`src/rtl/acc_control_unit.sv`:
```
`default_nettype none
// ============================================================================
// Module   : acc_control_unit
// Purpose  : Multi-cycle fetch/decode/execute sequencer for the accumulator
//            processor. It generates the PC/IR/ACC load strobes and the
//            memory request handshake, counts retired instructions
//            (saturating), and traps into FAULT on a memory timeout.
// Ports    :
//   clock     in   system clock, rising edge
//   reset     in   synchronous active-high reset; also masks all outputs
//   start     in   leave IDLE and begin fetching
//   opcode    in   IR[7:5], meaningful in DECODE and EXEC only
//   acc_zero  in   accumulator-is-zero flag, used by JZ
//   mem_ack   in   memory completes the outstanding request this cycle
//   mem_req   out  memory request, held until ack or timeout
//   mem_we    out  write qualifier for mem_req (STORE execute)
//   addr_sel  out  0 = PC drives address, 1 = IR[4:0]
//   pc_inc    out  PC increment strobe
//   pc_ld     out  PC load strobe (JMP, taken JZ)
//   ir_ld     out  IR load strobe
//   acc_ld    out  accumulator load strobe
//   alu_op    out  00 PASS, 01 ADD, 10 SUB, 11 AND (valid with acc_ld)
//   halted    out  sequencer is in HALT
//   fault     out  sequencer is in FAULT
//   retired   out  retired-instruction count, saturating
// Revision : 1.0 - initial release
// ============================================================================
module acc_control_unit #(
    parameter int TIMEOUT = 15,
    parameter int CNT_W   = 16
) (
    input  logic             clock,
    input  logic             reset,
    input  logic             start,
    input  logic [2:0]       opcode,
    input  logic             acc_zero,
    input  logic             mem_ack,
    output logic             mem_req,
    output logic             mem_we,
    output logic             addr_sel,
    output logic             pc_inc,
    output logic             pc_ld,
    output logic             ir_ld,
    output logic             acc_ld,
    output logic [1:0]       alu_op,
    output logic             halted,
    output logic             fault,
    output logic [CNT_W-1:0] retired
);

    // ------------------------------------------------------------------
    // Constants
    // ------------------------------------------------------------------
    localparam logic [2:0] c_op_load  = 3'b000;
    localparam logic [2:0] c_op_store = 3'b001;
    localparam logic [2:0] c_op_add   = 3'b010;
    localparam logic [2:0] c_op_sub   = 3'b011;
    localparam logic [2:0] c_op_and   = 3'b100;
    localparam logic [2:0] c_op_jmp   = 3'b101;
    localparam logic [2:0] c_op_jz    = 3'b110;
    localparam logic [2:0] c_op_halt  = 3'b111;

    localparam logic [1:0] c_alu_pass = 2'b00;
    localparam logic [1:0] c_alu_add  = 2'b01;
    localparam logic [1:0] c_alu_sub  = 2'b10;
    localparam logic [1:0] c_alu_and  = 2'b11;

    // TIMEOUT is limited to 1..255, so eight bits always hold the count.
    // The wait counter holds the number of ack-less request cycles already
    // completed; when it equals TIMEOUT-1 the current cycle is the last
    // permitted one.
    localparam logic [7:0] c_wait_last = 8'(TIMEOUT - 1);
    localparam logic [CNT_W-1:0] c_cnt_max = {CNT_W{1'b1}};

    typedef enum logic [2:0] {
        S_IDLE   = 3'd0,
        S_FETCH  = 3'd1,
        S_DECODE = 3'd2,
        S_EXEC   = 3'd3,
        S_HALT   = 3'd4,
        S_FAULT  = 3'd5
    } state_t;

    // ------------------------------------------------------------------
    // Registers and combinational signals
    // ------------------------------------------------------------------
    state_t           r_state;
    state_t           w_next;
    logic [7:0]       r_wait;
    logic [CNT_W-1:0] r_retired;

    logic             w_wait_inc;
    logic             w_retire;
    logic             w_mem_req;
    logic             w_mem_we;
    logic             w_addr_sel;
    logic             w_pc_inc;
    logic             w_pc_ld;
    logic             w_ir_ld;
    logic             w_acc_ld;
    logic [1:0]       w_alu_op;
    logic             w_halted;
    logic             w_fault;

    // ------------------------------------------------------------------
    // State, wait counter and retire counter
    // ------------------------------------------------------------------
    always_ff @(posedge clock) begin
        if (reset) begin
            r_state   <= S_IDLE;
            r_wait    <= 8'd0;
            r_retired <= '0;
        end else begin
            r_state <= w_next;
            // Anything other than a continuing wait (ack, timeout, or a
            // non-memory state) leaves the counter at zero, so every entry
            // into FETCH/EXEC starts a fresh count, including the
            // back-to-back EXEC->FETCH case.
            if (w_wait_inc) begin
                r_wait <= r_wait + 8'd1;
            end else begin
                r_wait <= 8'd0;
            end
            if (w_retire && (r_retired != c_cnt_max)) begin
                r_retired <= r_retired + 1'b1;
            end
        end
    end

    // ------------------------------------------------------------------
    // Next-state and Mealy output decode
    // ------------------------------------------------------------------
    always_comb begin
        w_next     = r_state;
        w_wait_inc = 1'b0;
        w_retire   = 1'b0;
        w_mem_req  = 1'b0;
        w_mem_we   = 1'b0;
        w_addr_sel = 1'b0;
        w_pc_inc   = 1'b0;
        w_pc_ld    = 1'b0;
        w_ir_ld    = 1'b0;
        w_acc_ld   = 1'b0;
        w_alu_op   = c_alu_pass;
        w_halted   = 1'b0;
        w_fault    = 1'b0;

        case (r_state)
            S_IDLE: begin
                if (start) begin
                    w_next = S_FETCH;
                end
            end

            S_FETCH: begin
                w_mem_req = 1'b1;
                if (mem_ack) begin
                    // Ack wins even on the last permitted wait cycle.
                    w_ir_ld  = 1'b1;
                    w_pc_inc = 1'b1;
                    w_next   = S_DECODE;
                end else if (r_wait == c_wait_last) begin
                    w_next = S_FAULT;
                end else begin
                    w_wait_inc = 1'b1;
                end
            end

            S_DECODE: begin
                case (opcode)
                    c_op_load, c_op_store, c_op_add, c_op_sub, c_op_and: begin
                        w_next = S_EXEC;
                    end
                    c_op_jmp: begin
                        w_pc_ld  = 1'b1;
                        w_retire = 1'b1;
                        w_next   = S_FETCH;
                    end
                    c_op_jz: begin
                        w_pc_ld  = acc_zero;
                        w_retire = 1'b1;
                        w_next   = S_FETCH;
                    end
                    c_op_halt: begin
                        w_retire = 1'b1;
                        w_next   = S_HALT;
                    end
                    default: begin
                        w_next = S_FAULT;
                    end
                endcase
            end

            S_EXEC: begin
                w_mem_req  = 1'b1;
                w_addr_sel = 1'b1;
                w_mem_we   = (opcode == c_op_store);
                if (mem_ack) begin
                    w_retire = 1'b1;
                    w_next   = S_FETCH;
                    case (opcode)
                        c_op_load: begin
                            w_acc_ld = 1'b1;
                            w_alu_op = c_alu_pass;
                        end
                        c_op_add: begin
                            w_acc_ld = 1'b1;
                            w_alu_op = c_alu_add;
                        end
                        c_op_sub: begin
                            w_acc_ld = 1'b1;
                            w_alu_op = c_alu_sub;
                        end
                        c_op_and: begin
                            w_acc_ld = 1'b1;
                            w_alu_op = c_alu_and;
                        end
                        default: begin
                            // STORE completes without touching the ACC.
                        end
                    endcase
                end else if (r_wait == c_wait_last) begin
                    w_next = S_FAULT;
                end else begin
                    w_wait_inc = 1'b1;
                end
            end

            S_HALT: begin
                w_halted = 1'b1;
            end

            S_FAULT: begin
                w_fault = 1'b1;
            end

            default: begin
                w_next = S_IDLE;
            end
        endcase
    end

    // ------------------------------------------------------------------
    // Outputs: reset forces everything low in the same cycle, so a
    // request abandoned by reset never produces a strobe.
    // ------------------------------------------------------------------
    assign mem_req  = w_mem_req  & ~reset;
    assign mem_we   = w_mem_we   & ~reset;
    assign addr_sel = w_addr_sel & ~reset;
    assign pc_inc   = w_pc_inc   & ~reset;
    assign pc_ld    = w_pc_ld    & ~reset;
    assign ir_ld    = w_ir_ld    & ~reset;
    assign acc_ld   = w_acc_ld   & ~reset;
    assign alu_op   = reset ? 2'b00 : w_alu_op;
    assign halted   = w_halted   & ~reset;
    assign fault    = w_fault    & ~reset;
    assign retired  = reset ? '0 : r_retired;

endmodule
`default_nettype wire

```
`config.mk`:
```
export PLATFORM = sky130hd
export DESIGN_NAME = acc_control_unit
export DESIGN_NICKNAME = d
export VERILOG_FILES = /design/src/rtl/acc_control_unit.sv
export SDC_FILE = /design/constraint.sdc
export NUM_CORES = 1
export LEC_CHECK = 0
export CAP_MARGIN = 25
export CORE_MARGIN = 4
export CORE_UTILIZATION = 50
export CTS_CLUSTER_SIZE = 20
export DETAILED_ROUTE_END_ITERATION = 10
export PLACE_DENSITY_LB_ADDON = 0.25
export SKIP_LAST_GASP = 1
export SLEW_MARGIN = 20
export SYNTH_ARGS = -nofsm -noshare
export SYNTH_HDL_FRONTEND = slang
export SYNTH_SLANG_ARGS = --single-unit
```
`constraint.sdc`:
```
create_clock -name clock -period 2.4 [get_ports clock]
set_input_delay 0.48 -clock clock [delete_from_list [all_inputs] [get_ports clock]]
set_output_delay 0.48 -clock clock [all_outputs]
set_load 0.02 [all_outputs]
```
==> qor.yml <==
yosysMostFrequentCell: "nor2_1"
worst_path_max_delay_cell: "clkdlybuf4s50_1"
hp-class: "reg -> reg"
rsz0062_at_grt: "false"
post_drt_wl_per_cell_um: 13.27
clock_path_buffers: 2
startpoint: "reset"
row_count: 19
cp-start-kind: "primary input"
drv_slew: 0
max_freq_ghz: 0.4278
die_w_um: 63.68
clk_latency_ns: 0.31
crit_family: "buffers and inverters"
min_period_ns: 2.337
overflow: 0
coreArea_um2: 2853
powerDensity_nw_per_um2: 364.2
crit_arrival_ns: 1.86
drc_errors: 0
ys.flop_type: "dfxtp_1"
ys.warnings.count: 0
postCtsSetupBuffers: 0
grt_usage_pct: 17.61
ant_nets: 0
dpl_cell_area_um2: 1997
dp_slack_ns: -0.2769
slew_headroom_pct: 76.65
finalNetCount: 241
hpwl_mm: 2.661
clkPwrFrac_pct: 25.3
switching_share_pct: 24.12
die-height_um: 63.68
synth_async_sr_flop_share_pct: 0
whs_ns: 0.5028
r2r_start: "r_state[1]$_SDFFE_PP0P_"
synth_top_area_share_pct: 34.87
synthCells: 186
die-area_um2: 4055
cp_cell_sequence: "clkdlybuf4s50_1 > buf_6 > nor2b_1 > clkdlybuf4s50_1"
p_comb_share_pct: 12.4
antenna_found_initial: 0
routed_wirelength_mm: 3.450
cp-end-kind: "output pin"
p_leak_nw: 0.9679
fin_crit_sh_pct: 97.40
io_pins: 35
crit_buf_inv: 3
yosys.area.top_type: "dfxtp_1"
clk_pin_slew_ns: 0.13
viasPerCell: 5.535
grt_pass1_vias: 1381
synth.area.top_cells: "dfxtp_1 35%, nor2_1 8.5%, xnor2_1 6.8%, nor2b_1 6.5%, nand2_1 2.9%"
netlist_area_um2: 1550
tightestPinTransition_ns: 0.3453
grt_max_degree: 31
cpPeakStageDelay_ns: 0.60
skew_ns: 0.009189
yosys_register_bits: 27
layout-drive-gt1-share_pct: 15.72
hold_violations: 0
p_sw_mw: 0.1777
syn2layout_area_growth_pct: 30.51
cts_made_buffers: 3
ys_top_cells_by_count: "35 x nor2_1, 27 x dfxtp_1, 16 x nor2b_1"
critPathMaxFanout: 30
dpl.cell_count: 256
max_cap_violations: 0
hp-start: "r_wait[0]$_SDFF_PP0_"
syn_nets: 197
stdcell_area_um2: 2023
antenna_cells: 0
synth_area_per_cell_um2: 8.335
finalSetupViolations: 0
globalplace.congestion: 0.8030
fin_cells: 260
grt_pass1_wl_mm: 5.878
initial_utilization_pct: 54.34
drt_iter0_drc: 76
htree_levels: 1
ys_types: 44
crit_path_frequent_cell: "clkdlybuf4s50_1"
clock-sinks: 27
root_buffer: "clkbuf_4"
r2r_setup_slack_ns: 0.29
p_seq_share_pct: 62.2
path_class: "in -> out"
cts_tree: "done"
cell_internal_pwr_mw: 0.5591
first_pass_iters: 4
synth_edf_count: 0
portBuffers: 34
cp.required_ns: 1.92
status: "finished clean"
worst_slack_ns: 0.06250
vias: 1439
ys_seq_area_share_pct: 34.87
fin_total_pwr_mw: 0.7369
ir_drop_uv: 336.6
## flip-flops by register name (all words and copies together) (netlist names)
signal,cells
r_retired,16
r_state,3
r_wait,8
## worst register-to-register path, stage by stage, from the launching register on
cell       delay, ns
dfxtp_1         0.54
nand4bb_1       0.18
buf_4           0.17
o22a_1          0.21
buf_4           0.19
nor3_4          0.26
nand4_1         0.14
mux2_1          0.33
## routing by layer
layer,global-route usage [%],routed length (µm),vias to the layer above
li1,-,-,725
met1,21.08,1535,676
met2,31.42,1738,34
met3,3.730,132,4
met4,4.852,44,0
met5,0,0,-
## per-stage QoR
step,util (%),TNS (ns)
5_1_grt,70.92,0
6_report,70.92,0
2_1_floorplan,-,0
3_3_place_gp,70.00,-2.427
4_1_cts,70.39,-0.01343
3_5_place_dp,70.00,-2.881
## path summary, 6_finish.rpt
path,cells after the start,end
worst min register to register,1,r_wait[0]$_SDFF_PP0_
worst max-delay path,4,retired[10]
worst min-delay path,1,r_wait[0]$_SDFF_PP0_
worst max register to register,7,r_retired[15]$_SDFFE_PP0P_
## cell type report
type	instances	area (µm²)
clock inverter	1	5.005
sequential	27	540.5
clock buffer	3	22.52
fill	240	829.5
timing repair buffer	50	454.2
tap	31	38.79
multi-input combinational	145	950.9
inverter	3	11.26
## layout by cell type (no fill, tap or decap), types with 2 or more instances in the layout
master / Yosys / final
a211oi_1: 3 / 3
a21oi_1: 2 / 2
and2_1: 2 / 2
buf_4: 1 / 15
clkbuf_2: 1 / 4
clkbuf_4: 0 / 3
clkdlybuf4s50_1: 0 / 8
dfxtp_1: 27 / 27
dlygate4sd2_1: 0 / 12
dlymetal6s2s_1: 0 / 10
ha_1: 3 / 3
inv_1: 3 / 3
mux2_2: 3 / 3
nand2_1: 12 / 12
nand2b_1: 2 / 2
nand3_1: 7 / 7
nand3b_1: 3 / 3
nand4_1: 5 / 5
nor2_1: 35 / 35
nor2b_1: 16 / 16
nor3_1: 5 / 5
nor3b_2: 0 / 2
nor4_1: 3 / 3
nor4b_1: 4 / 4
o21ai_0: 4 / 4
xnor2_1: 12 / 12
xor2_1: 4 / 4
## what timing repair did
action                                  CTS  global route
cloned                                    0             0
hold buffers                              0             0
gates resized for setup                  17            21
pin swaps                                 0             0
endpoints found under the setup margin   24            14
## cell families (layout without fill, tap and decap cells)
group | count (synthesis) | in the layout | synth area share (%)
AOI/OAI and AO/OA | 13 | 13 | 5.569
and+or+nand+nor | 107 | 107 | 39.14
xor gates and xnor gates | 16 | 16 | 9.039
muxes | 6 | 6 | 4.519
buffers and inverters | 14 | 57 | 4.439
DFF | 27 | 27 | 34.87
adders and majority gates | 3 | 3 | 2.422
## power by group through the flow
stage                     clock network (mW)  registers [mW]  logic, mW
after global routing                   0.230           0.460      0.100
after global placement                     0           0.468     0.0880
after floorplan                            0           0.465     0.0531
after detailed placement                   0           0.468     0.0920
after CTS                              0.201           0.459     0.0912
final                                  0.187           0.459     0.0914
Note: power is estimated with default switching activity, not from simulation.
